===== src/rtl/pw_check.sv =====
// rtl/pw_check.sv - keypad password verifier with temp-password consume and fail lockout
//
// Collects BCD digits from the keypad and checks them on '#' against the main
// password and, if it is live, the one-shot temporary password. A temporary
// match is consumed with a single-cycle pw_temp_reset pulse. Repeated failures
// lock the keypad for a fixed time. An unlock relocks by itself after a stretch
// with no key activity.
//
// Ports:
//   clk, reset          rising-edge clock, asynchronous active-high reset
//   key_valid, key_code digit strobe and BCD digit (codes 10-15 ignored)
//   star, hash          '*' and '#' key strobes
//   pw, pw_temp         main and temporary passwords, 4 BCD digits, MSD in [15:12]
//   pw_temp_valid       pw_temp holds a live value
//   display             entered digits, newest in [3:0]
//   correct             high while unlocked
//   pw_temp_reset       one-cycle pulse when the temporary password is consumed
//   fail                one-cycle pulse per rejected submit
//   lockout             high while locked
//   fail_cnt            consecutive failure count (saturates at 15)
//   digit_cnt           digits entered, 0..4
module pw_check #(
    parameter int MAX_FAIL      = 3,
    parameter int LOCK_CYCLES   = 1000,
    parameter int UNLOCK_CYCLES = 5000
) (
    input  logic        clk,
    input  logic        reset,
    input  logic        key_valid,
    input  logic [3:0]  key_code,
    input  logic        star,
    input  logic        hash,
    input  logic [15:0] pw,
    input  logic [15:0] pw_temp,
    input  logic        pw_temp_valid,
    output logic [15:0] display,
    output logic        correct,
    output logic        pw_temp_reset,
    output logic        fail,
    output logic        lockout,
    output logic [3:0]  fail_cnt,
    output logic [2:0]  digit_cnt
);

    localparam int LW = $clog2(LOCK_CYCLES + 1);
    localparam int UW = $clog2(UNLOCK_CYCLES + 1);
    localparam logic [LW-1:0] LOCK_LOAD   = LW'(LOCK_CYCLES);
    localparam logic [UW-1:0] UNLOCK_LOAD = UW'(UNLOCK_CYCLES);
    localparam logic [3:0]    FAIL_LIMIT  = 4'(MAX_FAIL);

    typedef enum logic [1:0] {
        S_IDLE     = 2'd0,
        S_ENTRY    = 2'd1,
        S_UNLOCKED = 2'd2,
        S_LOCKED   = 2'd3
    } state_t;

    state_t         state_q, state_d;
    logic [15:0]    display_q, display_d;
    logic [2:0]     digit_cnt_q, digit_cnt_d;
    logic [3:0]     fail_cnt_q, fail_cnt_d;
    logic           fail_q, fail_d;
    logic           temp_rst_q, temp_rst_d;
    logic [LW-1:0]  lock_tmr_q, lock_tmr_d;
    logic [UW-1:0]  unl_tmr_q, unl_tmr_d;

    logic           digit_ok;
    logic           ev_digit;
    logic           ev_hash;
    logic [15:0]    display_shift;
    logic [2:0]     digit_cnt_inc;
    logic [3:0]     fail_cnt_inc;

    // star > hash > digit: only the winning strobe acts this cycle.
    assign digit_ok      = key_valid && (key_code <= 4'd9);
    assign ev_hash       = hash && !star;
    assign ev_digit      = digit_ok && !star && !hash;
    assign display_shift = {display_q[11:0], key_code};
    assign digit_cnt_inc = (digit_cnt_q == 3'd4) ? 3'd4 : digit_cnt_q + 3'd1;
    assign fail_cnt_inc  = (fail_cnt_q == 4'hF) ? 4'hF : fail_cnt_q + 4'd1;

    always_comb begin
        state_d     = state_q;
        display_d   = display_q;
        digit_cnt_d = digit_cnt_q;
        fail_cnt_d  = fail_cnt_q;
        fail_d      = 1'b0;
        temp_rst_d  = 1'b0;
        lock_tmr_d  = lock_tmr_q;
        unl_tmr_d   = unl_tmr_q;

        case (state_q)
            S_IDLE: begin
                if (ev_digit) begin
                    display_d   = display_shift;
                    digit_cnt_d = digit_cnt_inc;
                    state_d     = S_ENTRY;
                end
            end

            S_ENTRY: begin
                if (star) begin
                    display_d   = 16'h0;
                    digit_cnt_d = 3'd0;
                    state_d     = S_IDLE;
                end else if (ev_hash) begin
                    if (digit_cnt_q == 3'd4 &&
                        (display_q == pw || (pw_temp_valid && display_q == pw_temp))) begin
                        state_d    = S_UNLOCKED;
                        fail_cnt_d = 4'd0;
                        unl_tmr_d  = UNLOCK_LOAD;
                        // The main password wins, so the temp one is only consumed
                        // when it alone matched.
                        temp_rst_d = (display_q != pw);
                    end else begin
                        fail_d      = 1'b1;
                        fail_cnt_d  = fail_cnt_inc;
                        display_d   = 16'h0;
                        digit_cnt_d = 3'd0;
                        if (fail_cnt_inc == FAIL_LIMIT) begin
                            state_d    = S_LOCKED;
                            lock_tmr_d = LOCK_LOAD;
                        end else begin
                            state_d = S_IDLE;
                        end
                    end
                end else if (ev_digit) begin
                    display_d   = display_shift;
                    digit_cnt_d = digit_cnt_inc;
                end
            end

            S_UNLOCKED: begin
                // Any key activity keeps the unlock alive; star/hash are only
                // consumed downstream.
                if (star || hash || digit_ok) begin
                    unl_tmr_d = UNLOCK_LOAD;
                    if (ev_digit) begin
                        display_d   = display_shift;
                        digit_cnt_d = digit_cnt_inc;
                    end
                end else if (unl_tmr_q <= UW'(1)) begin
                    unl_tmr_d   = '0;
                    display_d   = 16'h0;
                    digit_cnt_d = 3'd0;
                    state_d     = S_IDLE;
                end else begin
                    unl_tmr_d = unl_tmr_q - UW'(1);
                end
            end

            S_LOCKED: begin
                if (lock_tmr_q <= LW'(1)) begin
                    lock_tmr_d = '0;
                    fail_cnt_d = 4'd0;
                    state_d    = S_IDLE;
                end else begin
                    lock_tmr_d = lock_tmr_q - LW'(1);
                end
            end

            default: state_d = S_IDLE;
        endcase
    end

    always_ff @(posedge clk or posedge reset) begin
        if (reset) begin
            state_q     <= S_IDLE;
            display_q   <= 16'h0;
            digit_cnt_q <= 3'd0;
            fail_cnt_q  <= 4'd0;
            fail_q      <= 1'b0;
            temp_rst_q  <= 1'b0;
            lock_tmr_q  <= '0;
            unl_tmr_q   <= '0;
        end else begin
            state_q     <= state_d;
            display_q   <= display_d;
            digit_cnt_q <= digit_cnt_d;
            fail_cnt_q  <= fail_cnt_d;
            fail_q      <= fail_d;
            temp_rst_q  <= temp_rst_d;
            lock_tmr_q  <= lock_tmr_d;
            unl_tmr_q   <= unl_tmr_d;
        end
    end

    assign display       = display_q;
    assign digit_cnt     = digit_cnt_q;
    assign fail_cnt      = fail_cnt_q;
    assign fail          = fail_q;
    assign pw_temp_reset = temp_rst_q;
    assign correct       = (state_q == S_UNLOCKED);
    assign lockout       = (state_q == S_LOCKED);

endmodule


===== config.mk =====
export PLATFORM = sky130hd
export DESIGN_NAME = pw_check
export DESIGN_NICKNAME = d
export VERILOG_FILES = /design/src/rtl/pw_check.sv
export SDC_FILE = /design/constraint.sdc
export NUM_CORES = 1
export LEC_CHECK = 0
export ABC_AREA = 1
export CAP_MARGIN = 20
export CORE_UTILIZATION = 50
export CTS_CLUSTER_SIZE = 16
export DETAILED_ROUTE_END_ITERATION = 10
export PLACE_DENSITY = 0.78
export RECOVER_POWER = 100
export REMOVE_ABC_BUFFERS = 1
export SYNTH_ARGS = -nofsm -noshare
export SYNTH_HDL_FRONTEND = slang
export SYNTH_SLANG_ARGS = --single-unit

===== constraint.sdc =====
create_clock -name clk -period 1.9 [get_ports clk]
set_clock_uncertainty 0.1 [all_clocks]
set_input_delay 0.19 -clock clk [delete_from_list [all_inputs] [get_ports clk]]
set_output_delay 0.19 -clock clk [all_outputs]
set_load 0.05 [all_outputs]

==> results of run 1 <==
## cell type report
| type | instances | area (um^2) |
|---|---|---|
| inverter | 109 | 417 |
| tap | 108 | 135 |
| sequential | 50 | 1260 |
| multi-input combinational | 567 | 2800 |
| timing repair buffer | 148 | 1370 |
| clock inverter | 2 | 60.1 |
| clock buffer | 6 | 82.6 |
| fill | 740 | 2560 |
## logic make-up (layout without fill, tap and decap cells)
family / count (synthesis) / after routing / synth area share (%)
buffers and inverters: 138 / 265 / 12.6
AND/OR/NAND/NOR: 493 / 493 / 47.0
flip-flops: 50 / 50 / 27.9
XOR/XNOR: 24 / 24 / 4.69
AO/OA/AOI/OAI: 39 / 39 / 4.75
adder cells (fa/ha/maj): 11 / 11 / 3.07
## metal layers
metal	wire length [um]	up-vias	global-route usage, %	part of all wire [%]
li1	-	2634	-	-
met1	5520	2432	34.7	42
met2	6700	216	48.6	50
met3	836	26	3.40	6.3
met4	219	0	10.6	1.6
met5	0	-	0	0
## layout by cell type (no fill, tap or decap), types with 2 or more instances in the layout
cell type | netlist | routed
sky130_fd_sc_hd__nor2_2 | 1 | 10
sky130_fd_sc_hd__nand2_2 | 3 | 9
sky130_fd_sc_hd__inv_2 | 8 | 15
sky130_fd_sc_hd__buf_12 | 1 | 6
sky130_fd_sc_hd__a31oi_1 | 2 | 2
sky130_fd_sc_hd__buf_6 | 2 | 4
sky130_fd_sc_hd__inv_1 | 98 | 89
sky130_fd_sc_hd__dfrtp_2 | 0 | 6
sky130_fd_sc_hd__clkdlybuf4s50_1 | 0 | 48
sky130_fd_sc_hd__xor2_1 | 18 | 18
sky130_fd_sc_hd__a21oi_2 | 0 | 2
sky130_fd_sc_hd__nor3_2 | 1 | 2
sky130_fd_sc_hd__o21ai_0 | 23 | 12
sky130_fd_sc_hd__nand3_2 | 0 | 8
sky130_fd_sc_hd__nand2_1 | 312 | 303
sky130_fd_sc_hd__clkinv_1 | 3 | 4
sky130_fd_sc_hd__bufinv_16 | 0 | 2
sky130_fd_sc_hd__xnor2_1 | 6 | 6
sky130_fd_sc_hd__ha_2 | 0 | 2
sky130_fd_sc_hd__o21ai_1 | 0 | 10
sky130_fd_sc_hd__nand2_4 | 0 | 3
sky130_fd_sc_hd__nor2_1 | 53 | 44
sky130_fd_sc_hd__o22ai_1 | 5 | 5
sky130_fd_sc_hd__a21oi_1 | 6 | 4
sky130_fd_sc_hd__dlygate4sd2_1 | 0 | 3
sky130_fd_sc_hd__dlymetal6s2s_1 | 0 | 6
sky130_fd_sc_hd__ha_1 | 11 | 9
sky130_fd_sc_hd__buf_4 | 1 | 78
sky130_fd_sc_hd__nand4_1 | 54 | 54
sky130_fd_sc_hd__nor3_1 | 12 | 11
sky130_fd_sc_hd__dfrtp_1 | 50 | 44
sky130_fd_sc_hd__nand3_1 | 52 | 44
sky130_fd_sc_hd__clkbuf_8 | 0 | 6
## critical path, cell delays in order, from the launching register on
cell	delay, ns
sky130_fd_sc_hd__dfrtp_1	0.42
sky130_fd_sc_hd__inv_1	0.12
sky130_fd_sc_hd__nand3_2	0.12
sky130_fd_sc_hd__nor3_2	0.22
sky130_fd_sc_hd__nand2_1	0.13
sky130_fd_sc_hd__nand2_1	0.13
sky130_fd_sc_hd__nor2_1	0.08
sky130_fd_sc_hd__nor2_2	0.14
sky130_fd_sc_hd__nand2_4	0.11
sky130_fd_sc_hd__buf_12	0.16
sky130_fd_sc_hd__nand2_1	0.06
sky130_fd_sc_hd__nand2_1	0.06
## final timing paths
path	start	endpoint	slack (ns)	cells past startpoint
worst max-delay path	unl_tmr_q[2]	digit_cnt[2]	-0.04	11
worst min-delay path	lock_tmr_q[6]	lock_tmr_q[6]	0.42	2
worst max register to register	unl_tmr_q[2]	digit_cnt[2]	-0.04	11
worst min register to register	lock_tmr_q[6]	lock_tmr_q[6]	0.42	2
max in group asynchronous	reset	unl_tmr_q[4]	0.29	3
min in group asynchronous	reset	display[15]	0.52	3
## sequential cells by signal (all words and copies together), names as in the netlist
register,count
display,16
fail,1
unl_tmr_q,13
pw_temp_reset,1
fail_cnt,4
state_q,2
digit_cnt,3
lock_tmr_q,10
## repair_timing
item	in CTS	in global routing
cloned	0	2
buffers inserted	2	12
setup endpoints to repair	50	58
pin swaps	0	12
resized for setup	8	72
endpoints found under the hold margin	0	0
## where the power goes
part           internal, mW  total, mW  switching (mW)
clock                 0.562      0.961           0.398
sequential             1.15       1.26           0.110
combinational         0.568       1.46           0.888
total                  2.28       3.67            1.40
## stage by stage
step,power [mW],hold WS (ns)
floorplan,2.13,0.299
global placement,2.61,0.382
detailed placement,2.65,0.385
CTS,3.63,0.146
global route,3.87,0.455
finish,3.67,0.419
==> parameters.txt, run 1 <==
Parameter                              Value

Floorplan
  Chip Height ... 96.7 um
  Ports ... 69
  Horiz. Die Dim ... 96.7 um
  CORE AREA ... between 8000 and 9000 um^2
  Overall die area ... 9350 um^2
  Number of cell rows ... 34
  Starting density of the core ... 51.6%

Timing
  Fraction of the cycle the final worst path needs ... 102%
  Total negative setup slack ... -0.444 ns
  Actual slew at the worst max-slew pin ... 1.31 ns
  Slew margin rel. ... 12.7%
  Slack of the critical path ... -0.0417 ns
  Unrepaired setup endpoints after global routing ... yes
  Shortest clock period the worst path allows after layout ... 1.94 ns
  Final-report max-slew violation count ... 0
  Highest clock rate ... about 520 MHz
  Total of endpoints with negative setup slack in the final report ... 17
  Final Hold Vio Count ... 0

Status
  Violated checks ... setup timing
  Outcome ... complete, but fails checks

Synth
  EDFF count, synth ... 0
  Dominant cell type by area after synthesis ... sky130_fd_sc_hd__dfrtp_1
  Synth Flop Type ... sky130_fd_sc_hd__dfrtp_1
  Flip-flop and latch count after synthesis ... 50
  Number of cells produced by synthesis ... 755
  Top-count cell post-synth ... sky130_fd_sc_hd__nand2_1
  Proportion of netlist area held by the largest area contributor ... 27.9%
  Synth Area per Inst ... slightly below 6 um^2
  Combined area of all synthesized cells ... 4480 um^2
  Leading post-synthesis cells by cell area ... sky130_fd_sc_hd__dfrtp_1, sky130_fd_sc_hd__nand2_1, sky130_fd_sc_hd__inv_1, sky130_fd_sc_hd__nand4_1, sky130_fd_sc_hd__nand3_1
  Post-synth cell types ... 33
  Portion of the post-synthesis area used by sequential elements ... between 20 and 30%
  Syn. warnings ... 0
  Most instantiated cells after synthesis ... sky130_fd_sc_hd__nand2_1, sky130_fd_sc_hd__inv_1, sky130_fd_sc_hd__nand4_1
  Asr flop ratio synth ... 100%

Finish
  Syn-to-layout area delta ... 36.5%
  Post-layout net count ... 934
  Share of final-layout standard cells stronger than drive strength 1 ... 18.3%
  Core Util, Final ... 70.5%
  Area of all placed cells without fillers ... 6120 um^2
  Fin cells ... 990
  Number of inserted diodes ... 0

Setup path
  Worst setup path class ... register to register
  CP startpoint kind ... register
  Largest driver fanout on the critical path ... 15
  Crit path arrival time ... a little over 2 ns
  Critical path required time ... 2.02 ns
  Nature of the critical path endpoint ... register

Clocking
  Inserted Clock Buffers ... 5
  Insertion delay of the later-clocked pin in the worst-skew pair ... 0.32 ns
  Number of H-tree levels ... 2
  CTS hold repair buffers ... 0
  CTS sink count ... 50
  CTS tree ... yes
  Clock slew at the register clock pins of the worst setup and hold paths ... 0.10 ns
  Buffer depth of the longest clock path ... 2
  Root Driver ... sky130_fd_sc_hd__clkbuf_8

Detailed routing
  Routed WL per cell ... 13.4 um
  Starting DRT DRC Count ... ~330
  Routed WL ... 13300 um
  First drt pass iteration count ... 5
  Vias ... 5308
  Post-DR vias/cell ... 5.36
  Number of nets with antenna violations after routing ... 0
  Post-route DRC ... 0

Placement
  # port buffers ... 68
  Post-DP HPWL ... 9320 um
  Total placed instance area ... 5670 um^2
  Total instance count after detailed placement ... roughly 970
  Post-place setup slack ... -0.294 ns
  Final weighted congestion in routability-driven placement ... 0.903

Global routing
  Combined global-route utilization of all metal layers ... 27.8%
  Total overflow reported by the global router ... 0
  Number of global-route vias before repair ... 4965
  Antenna violations before repair ... 0
  Pin count of the biggest net entering global routing ... around 50
  Global-route wire length before repair ... 22100 um

Hold path
  Classification of the worst-slack hold path ... register to register

Power
  Worst VDD drop ... between 0.3 and 0.4 mV
  Total power per unit cell area ... 601 nW/um^2
  Pleak ... between 3 and 4 nW

Job
  Reported max-cap violation count ... 0
(Power assumes the default switching activity.)
==> run 2, diff against run 1 <==
CORE_ASPECT_RATIO = 0.5   (was unset)
==> run 2 against run 1 <==
- the flow still finishes with violations (setup timing)
- non-clock buffer count increased by 14
- clock power increased by 9%
- largest power group unchanged
- critical path depth unchanged
==> parameters.txt, run 2 (synthesis results as in run 1) <==
Parameter                              Value

Status
  Outcome ... complete, but fails checks (unchanged)
  Violated checks ... setup timing (unchanged)

Timing
  Slack of the critical path ... -0.0343 ns (was -0.0417 ns)
  Final Hold Vio Count ... 0 (unchanged)
  Slew margin rel. ... 56.7% (was 12.7%)
  Total negative setup slack ... -0.395 ns (was -0.444 ns)
  Fraction of the cycle the final worst path needs ... 102% (about the same)
  Total of endpoints with negative setup slack in the final report ... 19 (was 17)
  Shortest clock period the worst path allows after layout ... 1.93 ns (was 1.94 ns)
  Highest clock rate ... 517 MHz (was 515 MHz)
  Final-report max-slew violation count ... 0 (unchanged)
  Actual slew at the worst max-slew pin ... 0.648 ns (was 1.31 ns)
  Unrepaired setup endpoints after global routing ... yes (unchanged)

Clocking
  Insertion delay of the later-clocked pin in the worst-skew pair ... 0.29 ns (was 0.32 ns)
  Number of H-tree levels ... 2 (unchanged)
  Root Driver ... sky130_fd_sc_hd__clkbuf_16 (was sky130_fd_sc_hd__clkbuf_8)
  CTS sink count ... 50 (unchanged)
  Clock slew at the register clock pins of the worst setup and hold paths ... 0.07 ns (was 0.10 ns)
  CTS tree ... yes (unchanged)
  CTS hold repair buffers ... 0 (unchanged)
  Inserted Clock Buffers ... 5 (unchanged)
  Buffer depth of the longest clock path ... 2 (unchanged)

Placement
  Total instance count after detailed placement ... 991 (was 966)
  Post-DP HPWL ... 9170 um (was 9320 um)
  Total placed instance area ... 5860 um^2 (was 5670 um^2)
  Final weighted congestion in routability-driven placement ... 0.960 (was 0.903)
  # port buffers ... 68 (unchanged)
  Post-place setup slack ... -0.230 ns (was -0.294 ns)

Finish
  Share of final-layout standard cells stronger than drive strength 1 ... 18.3% (about the same)
  Leading cell type in the layout, fill and taps excluded ... sky130_fd_sc_hd__nand2_1 (unchanged)
  Fill cell instance count of the final layout ... 659 (was 740)
  Syn-to-layout area delta ... 38.6% (was 36.5%)
  Post-layout net count ... 948 (was 934)
  Area of all placed cells without fillers ... 6210 um^2 (was 6120 um^2)
  Number of inserted diodes ... 0 (unchanged)
  Fin cells ... 1008 (was 990)
  Core Util, Final ... 74.5% (was 70.5%)
  Commonest cells after routing, fill and taps aside ... sky130_fd_sc_hd__nand2_1, sky130_fd_sc_hd__inv_1, sky130_fd_sc_hd__buf_4 (unchanged)
  Max reg flops ... 16 (unchanged)

Detailed routing
  Post-DR vias/cell ... 5.29 (was 5.36)
  Starting DRT DRC Count ... 502 (was 328)
  Number of nets with antenna violations after routing ... 0 (unchanged)
  Routed WL ... 13000 um (was 13300 um)
  Vias ... 5337 (was 5308)
  First drt pass iteration count ... 5 (unchanged)
  Post-route DRC ... 0 (unchanged)
  Routed WL per cell ... 12.9 um (was 13.4 um)

Floorplan
  Chip Height ... 68.9 um (was 96.7 um)
  CORE AREA ... 8350 um^2 (was 8680 um^2)
  Number of cell rows ... 23 (was 34)
  Horiz. Die Dim ... 136 um (was 96.7 um)
  Starting density of the core ... 53.7% (was 51.6%)
  Overall die area ... 9370 um^2 (was 9350 um^2)
  Ports ... 69 (unchanged)

Setup path
  CP startpoint kind ... register (unchanged)
  Most numerous cell on the critical path ... sky130_fd_sc_hd__nand2_1 (unchanged)
  Cell-by-cell listing of the critical path ... inv_1, nand3_2, nor3_2, nand2_1, nand2_2, nor2_1, nor2_2, nand2_4, buf_4, nand2_1, nand2_1 (was inv_1, nand3_2, nor3_2, nand2_1, nand2_1, nor2_1, nor2_2, nand2_4, buf_12, nand2_1, nand2_1)
  Worst setup path class ... register to register (unchanged)
  Largest driver fanout on the critical path ... 7 (was 15)
  Crit path arrival time ... 2.02 ns (was 2.06 ns)
  Critical path required time ... 1.99 ns (was 2.02 ns)
  Nature of the critical path endpoint ... register (unchanged)
  Highest-delay cell along the critical path ... sky130_fd_sc_hd__dfrtp_1 (unchanged)
  Kind of cell adding the most delay to the critical path ... simple AND/OR/NAND/NOR gates (unchanged)
  Crit path buffers/inverters ... 2 (unchanged)
  Biggest cell delay along the critical path ... 0.40 ns (was 0.42 ns)

Power
  Worst VDD drop ... 0.554 mV (was 0.369 mV)
  Total power per unit cell area ... 615 nW/um^2 (was 601 nW/um^2)
  Pleak ... 3.51 nW (was 3.50 nW)

Job
  Reported max-cap violation count ... 0 (unchanged)

Global routing
  Pin count of the biggest net entering global routing ... 29 (was 51)
  Global-route wire length before repair ... 20000 um (was 22100 um)
  Combined global-route utilization of all metal layers ... 26.8% (was 27.8%)
  Antenna violations before repair ... 0 (unchanged)
  Number of global-route vias before repair ... 4503 (was 4965)
  Total overflow reported by the global router ... 0 (unchanged)

Hold path
  Classification of the worst-slack hold path ... primary input to asynchronous set/reset pin (was register to register)
==> run 2: path summary, 6_finish.rpt <==
| path | startpoint | end | slack [ns] | cells past startpoint |
|---|---|---|---|---|
| setup / recovery | unl_tmr_q[2] | display[13] | -0.03 | 11 |
| hold / removal | reset | lock_tmr_q[1] | 0.31 | 2 |
| setup reg to reg | unl_tmr_q[2] | display[13] | -0.03 | 11 |
| hold reg to reg | lock_tmr_q[5] | lock_tmr_q[5] | 0.40 | 2 |
| max in group asynchronous | reset | lock_tmr_q[7] | 0.53 | 3 |
| min in group clk | lock_tmr_q[5] | lock_tmr_q[5] | 0.40 | 2 |
==> run 2: power breakdown <==
group / total, mW / internal [mW] / switching, mW
clock network: 1.05 / 0.625 / 0.428
registers: 1.26 / 1.15 / 0.110
logic: 1.51 / 0.609 / 0.899
==> run 2: cell type report <==
type	instances	area, um^2	share of cell area, %
multi-input combinational	567	2770	44.6
timing repair buffer	162	1460	23.5
sequential	50	1260	20.3
inverter	109	414	6.67
tap	112	140	2.26
clock buffer	5	125	2.01
clock inverter	3	43.8	0.705
==> run 2: worst reg2reg max path, delay by kind of cell (launching register included) <==
kind	cells	cell delay, ns
buf+inv	2	0.30
flops	1	0.40
simple gates	9	1.03
==> run 2: what timing repair did <==
item / 4_1_cts / 5_1_grt
cloned: 0 / 1
pin swaps: 1 / 7
buffers inserted: 0 / 8
resized for setup: 6 / 47
endpoints found under the setup margin: 23 / 49
==> run 2: through the flow <==
step           total power, mW  hold WS [ns]
2_1_floorplan             2.13         0.299
3_3_place_gp              2.70         0.387
3_5_place_dp              2.73         0.392
4_1_cts                   3.77        0.0875
5_1_grt                   4.03         0.385
6_report                  3.82         0.314
==> run 2: per-layer routing <==
layer	track usage (%)	up-vias	share of wire, %
met5	0	-	0
met1	35.3	2451	47
met2	47.2	208	45
li1	-	2658	-
met4	6.25	0	1.0
met3	4.02	20	7.0
